$ cat src/rtl/automata_stage_gen_if.sv
// Report-port bundle for automata_stage_gen: FIFO head valid/ready, head entry and occupancy.
interface automata_stage_gen_if #(
  parameter int CNT_W = 32,
  parameter int N_RPT = 40,
  parameter int DEPTH = 8
);
  localparam int LW = $clog2(DEPTH + 1);

  logic                   rpt_valid;
  logic                   rpt_ready;
  logic [CNT_W+N_RPT-1:0] rpt_data;
  logic [LW-1:0]          rpt_level;

  modport master (output rpt_valid, rpt_data, rpt_level, input rpt_ready);
  modport slave  (input rpt_valid, rpt_data, rpt_level, output rpt_ready);
endinterface

$ cat src/rtl/automata_stage_gen.sv
// Automata stage glue: symbol/reset forwarding pipes, symbol counter and report FIFO.
// Optional report accumulator enabled by defining REPORT_STICKY_EN.
module automata_stage_gen #(
  parameter int SYM_W = 8,
  parameter int N_RPT = 40,
  parameter int PIPE  = 1,
  parameter int DEPTH = 8,
  parameter int CNT_W = 32
) (
  input  logic                 clk,
  input  logic                 reset,
  input  logic                 run,
  input  logic [SYM_W-1:0]     top_symbols,
  input  logic [N_RPT-1:0]     report_in,
  output logic [SYM_W-1:0]     out_symbols,
  output logic                 out_reset,
  output logic                 ovf,
  input  logic                 ovf_clr,
  output logic [N_RPT-1:0]     rpt_sticky,
  input  logic                 sticky_clr,
  automata_stage_gen_if.master rpt
);
  localparam int AW = $clog2(DEPTH);
  localparam int LW = $clog2(DEPTH + 1);
  localparam int DW = CNT_W + N_RPT;

  logic [PIPE-1:0][SYM_W-1:0] sym_pipe;
  logic [PIPE-1:0]            rst_pipe;
  logic [CNT_W-1:0]           sym_cnt;

  always_ff @(posedge clk or posedge reset) begin
    if (reset) begin
      sym_pipe <= '0;
    end else if (run) begin
      sym_pipe[0] <= top_symbols;
      for (int i = 1; i < PIPE; i++) sym_pipe[i] <= sym_pipe[i-1];
    end
  end

  // Ones drain out one stage per edge once reset drops, stretching out_reset by PIPE edges.
  always_ff @(posedge clk or posedge reset) begin
    if (reset) begin
      rst_pipe <= '1;
    end else begin
      rst_pipe[0] <= 1'b0;
      for (int i = 1; i < PIPE; i++) rst_pipe[i] <= rst_pipe[i-1];
    end
  end

  assign out_symbols = sym_pipe[PIPE-1];
  assign out_reset   = rst_pipe[PIPE-1];

  always_ff @(posedge clk or posedge reset) begin
    if (reset)    sym_cnt <= '0;
    else if (run) sym_cnt <= sym_cnt + 1'b1;
  end

  logic [DW-1:0] mem [DEPTH];
  logic [AW-1:0] wptr, rptr;
  logic [LW-1:0] level;
  logic          push, pop, full, wr;

  assign push = run & (|report_in);
  assign pop  = rpt.rpt_valid & rpt.rpt_ready;
  assign full = (level == LW'(DEPTH));
  // When full, a concurrent pop frees the head slot, which is exactly where wptr points.
  assign wr   = push & (~full | pop);

  always_ff @(posedge clk) begin
    if (wr) mem[wptr] <= {sym_cnt, report_in};
  end

  always_ff @(posedge clk or posedge reset) begin
    if (reset) begin
      wptr  <= '0;
      rptr  <= '0;
      level <= '0;
    end else begin
      if (wr)  wptr <= wptr + 1'b1;
      if (pop) rptr <= rptr + 1'b1;
      level <= level + LW'(wr) - LW'(pop);
    end
  end

  always_ff @(posedge clk or posedge reset) begin
    if (reset)                   ovf <= 1'b0;
    else if (push & full & ~pop) ovf <= 1'b1;
    else if (ovf_clr)            ovf <= 1'b0;
  end

  assign rpt.rpt_valid = (level != '0);
  assign rpt.rpt_level = level;
  assign rpt.rpt_data  = mem[rptr];

`ifdef REPORT_STICKY_EN
  always_ff @(posedge clk or posedge reset) begin
    if (reset) rpt_sticky <= '0;
    else       rpt_sticky <= (sticky_clr ? '0 : rpt_sticky) | (run ? report_in : '0);
  end
`else
  logic unused_sticky_clr;
  assign unused_sticky_clr = sticky_clr;
  assign rpt_sticky        = '0;
`endif
endmodule

$ cat src/flat_wrapper.sv
// flat-port wrapper written by rule: the top's interface ports become plain ports
module automata_stage_gen_flat 
#(
  parameter int SYM_W = 8,
  parameter int N_RPT = 40,
  parameter int PIPE  = 1,
  parameter int DEPTH = 8,
  parameter int CNT_W = 32
)
  (clk, reset, run, top_symbols, report_in, out_symbols, out_reset, ovf, ovf_clr, rpt_sticky, sticky_clr, rpt_rpt_valid, rpt_rpt_data, rpt_rpt_level, rpt_rpt_ready);
  automata_stage_gen_if #(.CNT_W(CNT_W), .N_RPT(N_RPT), .DEPTH(DEPTH)) rpt_i ();
  input  logic clk;
  input  logic reset;
  input  logic run;
  input  logic [SYM_W-1:0] top_symbols;
  input  logic [N_RPT-1:0] report_in;
  output logic [SYM_W-1:0] out_symbols;
  output logic out_reset;
  output logic ovf;
  input  logic ovf_clr;
  output logic [N_RPT-1:0] rpt_sticky;
  input  logic sticky_clr;
  output wire logic [$bits(rpt_i.rpt_valid)-1:0] rpt_rpt_valid;
  output wire logic [$bits(rpt_i.rpt_data)-1:0] rpt_rpt_data;
  output wire logic [$bits(rpt_i.rpt_level)-1:0] rpt_rpt_level;
  input wire logic [$bits(rpt_i.rpt_ready)-1:0] rpt_rpt_ready;
  assign rpt_rpt_valid = rpt_i.rpt_valid;
  assign rpt_rpt_data = rpt_i.rpt_data;
  assign rpt_rpt_level = rpt_i.rpt_level;
  assign rpt_i.rpt_ready = rpt_rpt_ready;
  automata_stage_gen #(.SYM_W(SYM_W), .N_RPT(N_RPT), .PIPE(PIPE), .DEPTH(DEPTH), .CNT_W(CNT_W)) u_core (.clk(clk), .reset(reset), .run(run), .top_symbols(top_symbols), .report_in(report_in), .out_symbols(out_symbols), .out_reset(out_reset), .ovf(ovf), .ovf_clr(ovf_clr), .rpt_sticky(rpt_sticky), .sticky_clr(sticky_clr), .rpt(rpt_i));
endmodule
$ cat config.mk
export PLATFORM = sky130hd
export DESIGN_NAME = automata_stage_gen_flat
export DESIGN_NICKNAME = d
export VERILOG_FILES = /design/src/rtl/automata_stage_gen_if.sv /design/src/rtl/automata_stage_gen.sv /design/src/flat_wrapper.sv
export SDC_FILE = /design/constraint.sdc
export NUM_CORES = 1
export LEC_CHECK = 0
export CAP_MARGIN = 5
export CORE_MARGIN = 8
export CORE_UTILIZATION = 55
export CTS_CLUSTER_DIAMETER = 60
export DETAILED_ROUTE_END_ITERATION = 10
export GPL_ROUTABILITY_DRIVEN = 1
export GPL_TIMING_DRIVEN = 0
export PLACE_DENSITY = 0.76
export SLEW_MARGIN = 20
export SYNTH_ARGS = -nofsm -noshare
export SYNTH_HDL_FRONTEND = slang
export SYNTH_SLANG_ARGS = --single-unit
$ cat constraint.sdc
create_clock -name clk -period 24.9 [get_ports clk]
set_input_delay 3.735 -clock clk [delete_from_list [all_inputs] [get_ports clk]]
set_output_delay 3.735 -clock clk [all_outputs]
set_load 0.05 [all_outputs]
# --- After elaboration in Yosys (flattened, before gate mapping) ---
# Memories as Yosys holds them, arrays and structs flattened.
# Index checks and enable logic that the tools add are counted.
word_totals:
  out_inout_bits: 127
  word_cells: 29
  mem_bits_rw: 576
  memories: 1
  mem_bits_ro: 0
  ff_bits: 52
  input_bits: 54
  latch_bits: 0
memory_table:
  columns: ["name", "depth", "width", "read_ports", "rd_ports_with_merged_regs", "wr", "line_no", "rtl"]
  rows:
  - ["u_core.mem", 8, 72, 1, 0, 1, "automata_stage_gen.sv:58", "logic [DW-1:0] mem [DEPTH];"]
op_classes:
  eq_ne: 1
  muxes: 4
  bitwise_logic: 8
  reduce_logical: 3
  n_shift: 0
  n_div: 0
  magnitude_cmp: 0
  add_sub_neg: 5
  mul: 0
ops:
  columns: ["operator", "n"]
  rows:
  - ["$reduce_or 40->1", 1]
  - ["$add 32x1->32 const B", 1]
  - ["$add 3x1->3 const B", 2]
  - ["$and 1x1->1", 5]
  - ["$add 4x1->4", 1]
  - ["$eq 4x4->1 const B", 1]
  - ["$mux 1", 4]
  - ["$reduce_bool 4->1", 1]
  - ["$sub 4x1->4", 1]
  - ["$not 1->1", 2]
  - ["$reduce_bool 2->1", 1]
  - ["$or 1x1->1", 1]

# --- Depth between registers and ports, before layout ---
depth:
  word_depth: 6
  depth_mapped: 11
  ltp_nobuf: 11

# --- Least setup slack after synthesis ---
# OpenSTA, ideal clock, no wires.
synth_timing:
  path_type: "input -> register"
  start: "input port rpt_rpt_ready"
  end: "memory u_core.mem[0][0] (netlist bit) (enable)"
  path_slack_ns: 12.800
  n_path_buf: 0
  cell_stages: 4
  required_time_ns: 24.195
  t_arrival_ns: 11.396
  setup_ns: 0.705
  path_cell_list: "nand2b_1 -> nand3_1 -> nand2_1 -> nor4b_1"
synth_via:
  elab_chain_len: 5
synth_lines:
  columns: ["item", "line_no", "rtl"]
  rows:
  - ["start: declaration", "flat_wrapper.sv:26", "input wire logic [$bits(rpt_i.rpt_ready)-1:0] rpt_rpt_ready;"]
  - ["$and 1x1->1", "automata_stage_gen.sv:64", "assign pop = rpt.rpt_valid & rpt.rpt_ready;"]
  - ["$or 1x1->1", "automata_stage_gen.sv:67", "assign wr = push & (~full | pop);"]
  - ["$and 1x1->1", "automata_stage_gen.sv:67", null]
  - ["$mux 1", "automata_stage_gen.sv:70", "if (wr) mem[wptr] <= {sym_cnt, report_in};"]
  - ["$mux 1 (not written as such)", "automata_stage_gen.sv:70", null]
  - ["end: declaration", "automata_stage_gen.sv:58", null]
# No other way between the ends.

# --- Final worst setup path ---
layout_timing:
  start: "register u_core.rptr[1]"
  end: "output port rpt_rpt_data[30]"
layout_via:
  elab_chain_len: 1
layout_lines:
  columns: ["item", "line_no", "rtl"]
  rows:
  - ["start: declaration", "automata_stage_gen.sv:59", "logic [AW-1:0] wptr, rptr;"]
  - ["start signal: assignment", "automata_stage_gen.sv:80", "if (pop) rptr <= rptr + 1'b1;"]
  - ["$mem_v2 8x72", null, null]
  - ["end: declaration", "flat_wrapper.sv:24", "output wire logic [$bits(rpt_i.rpt_data)-1:0] rpt_rpt_data;"]
# No other way between the ends.

==> out/results.ini <==
[run_status]
status = completed

[setup_path]
crit_type = reg -> out
cp_common_cell = clkbuf_1
cp_slowest_stage_delay_ps = 720
rr_startpoint = u_core.rpt.rpt_level[2]
r2r_cells = 11
rr_endpoint = u_core.mem[2][24]
critPathMaxFanout = 10
slowest_stage = clkdlybuf4s50_1
end_kind = primary output
critical_path_arrival_ps = 4070
path_cells = clkbuf_1 -> buf_2 -> clkbuf_1 -> mux4_2 -> mux2_2 -> clkdlybuf4s50_1
start_kind = flop
required_ps = 21160
timing.reg2reg.setup_slack_ps = 21300

[detailed_routing]
viasPerCell = 5.74
drt_iter0_markers = 1186
wire_per_inst_microns = 24.8
drt-total-wl_mm = 50.3
drtAntennaViolNets = 0
drcViolationCount = 0
num_vias = 11600
first_pass_iters = 5

[cts]
path_clk_slew_ps = 60
cts_resized = 0
htreeDepth = 2
clk_latency_ps = 600
cts_buffers = 60
cts_root_buffer = clkbuf_16
post_cts_buffers = 0
clockBufferDepth = 3
cts_tree = yes
cts.sinks = 628
holdBufCountCts = 0

[pwr]
power.switching_uw = 1300
irDropWorstVdd_mv = 0.119
p_per_area_nw_per_um2 = 129
swShare_pct = 34.7
p_clk_share_pct = 24.6
p_leak_uw = 0.00996
combPwrFrac_pct = 38.6
seq_power_share_pct = 36.8
p_int_uw = 2450
power_uw = 3750

[finish]
layout_common_cells = edfxtp_1 (576), mux4_2 (144), clkdlybuf4s50_1 (138), mux2_2 (82), clkbuf_16 (61)
fill_cells = 2845
regArea_sq_um = 18600
fin_nets = 1449
final_common_cell = edfxtp_1
drive_gt1_share_pct = 31.1
multi_input_area_sq_um = 5430
area_delta_synth_final_pct = 19.9

[timing]
max_freq_ghz = 0.128
fin_crit_ps = 7810
post-route-period-util_pct = 31.4
finalSetupViolations = 0
finClkSkew_ps = 17.3
rsz0062_at_grt = no
finalMaxSlewViolations = 0
tns_ps = 0
finalHoldViolations = 0
maxSlewHeadroom_pct = 42.3
tightestPinTransition_ps = 864
worst_hold_slack_ps = 506
worst_slack_ps = 17090

[synth]
netlist.area_leader.share_pct = 71.0
synthArstFlopShare_pct = 8.28
ys.flop_type = edfxtp_1
synth_seq_area_share_pct = 76.4
postSynthCellCount = 1092
mappedNetlistArea_sq_um = 24300
synth.distinct_cells = 42
synth_area_leader_cell = edfxtp_1
ys_top_cells_by_area = edfxtp_1 (71%), mux4_2 (13%), dfrtp_1 (5.2%), mux2_2 (3.8%), buf_4 (1.3%)
yosys_warnings = 0
syn_area_per_cell_sq_um = 22.3
ys_seq_elements = 628
synth_edf_count = 576

[min_path]
hp-start = u_core.out_symbols[1]
min_path_cells = 1
hold_path_class = reg -> reg
hold_path_end = u_core.out_symbols[1]

[placement]
place.port_buffers = 138
dp_hpwl_mm = 32.0
globalplace.congestion = 0.711
dp_slack_ps = 17240

[grt]
overflow = 0
grt_pass1_vias = 12200
grt_max_degree = 53
grt_usage_pct = 19.7
grt_pass1_wl_mm = 75.5
antenna_found_initial = 0

[floorplanning]
coreArea_sq_um = 43900
rows = 77
die_width_microns = 226
io_pins = 181
dieArea_sq_um = 51300
initial_core_util_pct = 55.4
die_h_microns = 226

[job]
maxCapViolations = 0

-- cells by family after synthesis --
| logic type | share of synthesized area (%) |
|---|---|
| AND/OR/NAND/NOR | 2.30 |
| flip-flops | 76.4 |
| AO/OA/AOI/OAI | 0.0874 |
| XOR/XNOR | 1.33 |
| multiplexers | 17.2 |
| other | 0.0154 |
| buffers and inverters | 2.18 |
| adder cells (fa/ha/maj) | 0.545 |
-- critical path: cells and delay by family (launching register included) --
kind                   cells  cell delay, ps
buffers and inverters      4            2400
multiplexers               2             710
flip-flops                 1             340
-- power groups by stage --
stage / Sequential (uW) / Combinational, uW / Clock [uW]
after floorplan: 1420 / 976 / 0
after global placement: 1440 / 1420 / 0
after detailed placement: 1400 / 1460 / 0
after CTS: 1380 / 1470 / 939
after global routing: 1390 / 1520 / 980
final: 1380 / 1450 / 925
-- sequential cells by signal, summed over array words and instances (netlist names) --
name                  cells
u_core.out_reset          1
u_core.sym_cnt           32
u_core.out_symbols        8
u_core.ovf                1
u_core.wptr               3
u_core.mem              576
u_core.rptr               3
u_core.rpt.rpt_level      4
-- synth_stat cells (2+ instances only) --
master,n
dfrtp_1,51
nand2_1,19
and3_1,5
clkbuf_1,24
and4_1,2
nand4_1,10
inv_1,11
ha_1,9
and2_1,2
nand3_1,10
xnor2_1,22
and4b_1,2
mux2_2,82
mux4_2,144
edfxtp_1,576
buf_2,16
nor3_2,3
buf_1,2
nor4_1,11
buf_4,41
nor2_1,14
xor2_1,15
nor4bb_1,2
-- through the flow --
step | cells | util [%] | area (sq um)
after floorplan | 1132 | - | 24500
final | 2027 | 66.5 | 29200
after global routing | 2026 | 66.4 | 29200
after CTS | 2026 | 66.4 | 29200
after detailed placement | 1915 | 61.9 | 27200
after global placement | 1862 | 60.6 | 26600
-- worst max path at each step --
stage | depth (start not counted) | startpoint | slack [ps] | end
finish | 6 | u_core.rptr[1] | 17090 | rpt_rpt_data[30]
detailed placement | 10 | report_in[35] | 17240 | u_core.mem[2][23]
floorplan | 4 | rpt_rpt_ready | 12800 | u_core.mem[0][0]
global route | 6 | u_core.rptr[1] | 16960 | rpt_rpt_data[31]
CTS | 6 | u_core.rptr[0] | 17050 | rpt_rpt_data[30]
global placement | 5 | report_in[37] | 4370 | u_core.mem[0][20]
-- cell type report --
type | instances | area share, %
inverters | 12 | 0.163
clock buffers | 79 | 5.56
flip-flops and latches | 628 | 63.7
multi-input cells | 409 | 18.6
plain buffers | 83 | 1.66
well taps | 592 | 2.54
clock inverters | 32 | 1.33
repair buffers | 191 | 6.43
diodes | 1 | 0.00857
-- routing by layer --
metal | share of wire (%) | track usage [%] | up-vias | wire [microns]
met1 | 40 | 26.1 | 6174 | 20100
met5 | 0 | 0 | - | 0
met4 | 2.2 | 5.83 | 0 | 1120
met2 | 52 | 33.8 | 363 | 26100
met3 | 5.9 | 3.12 | 76 | 2990
li1 | - | - | 5014 | -
Note: power is estimated with default switching activity, not from simulation.
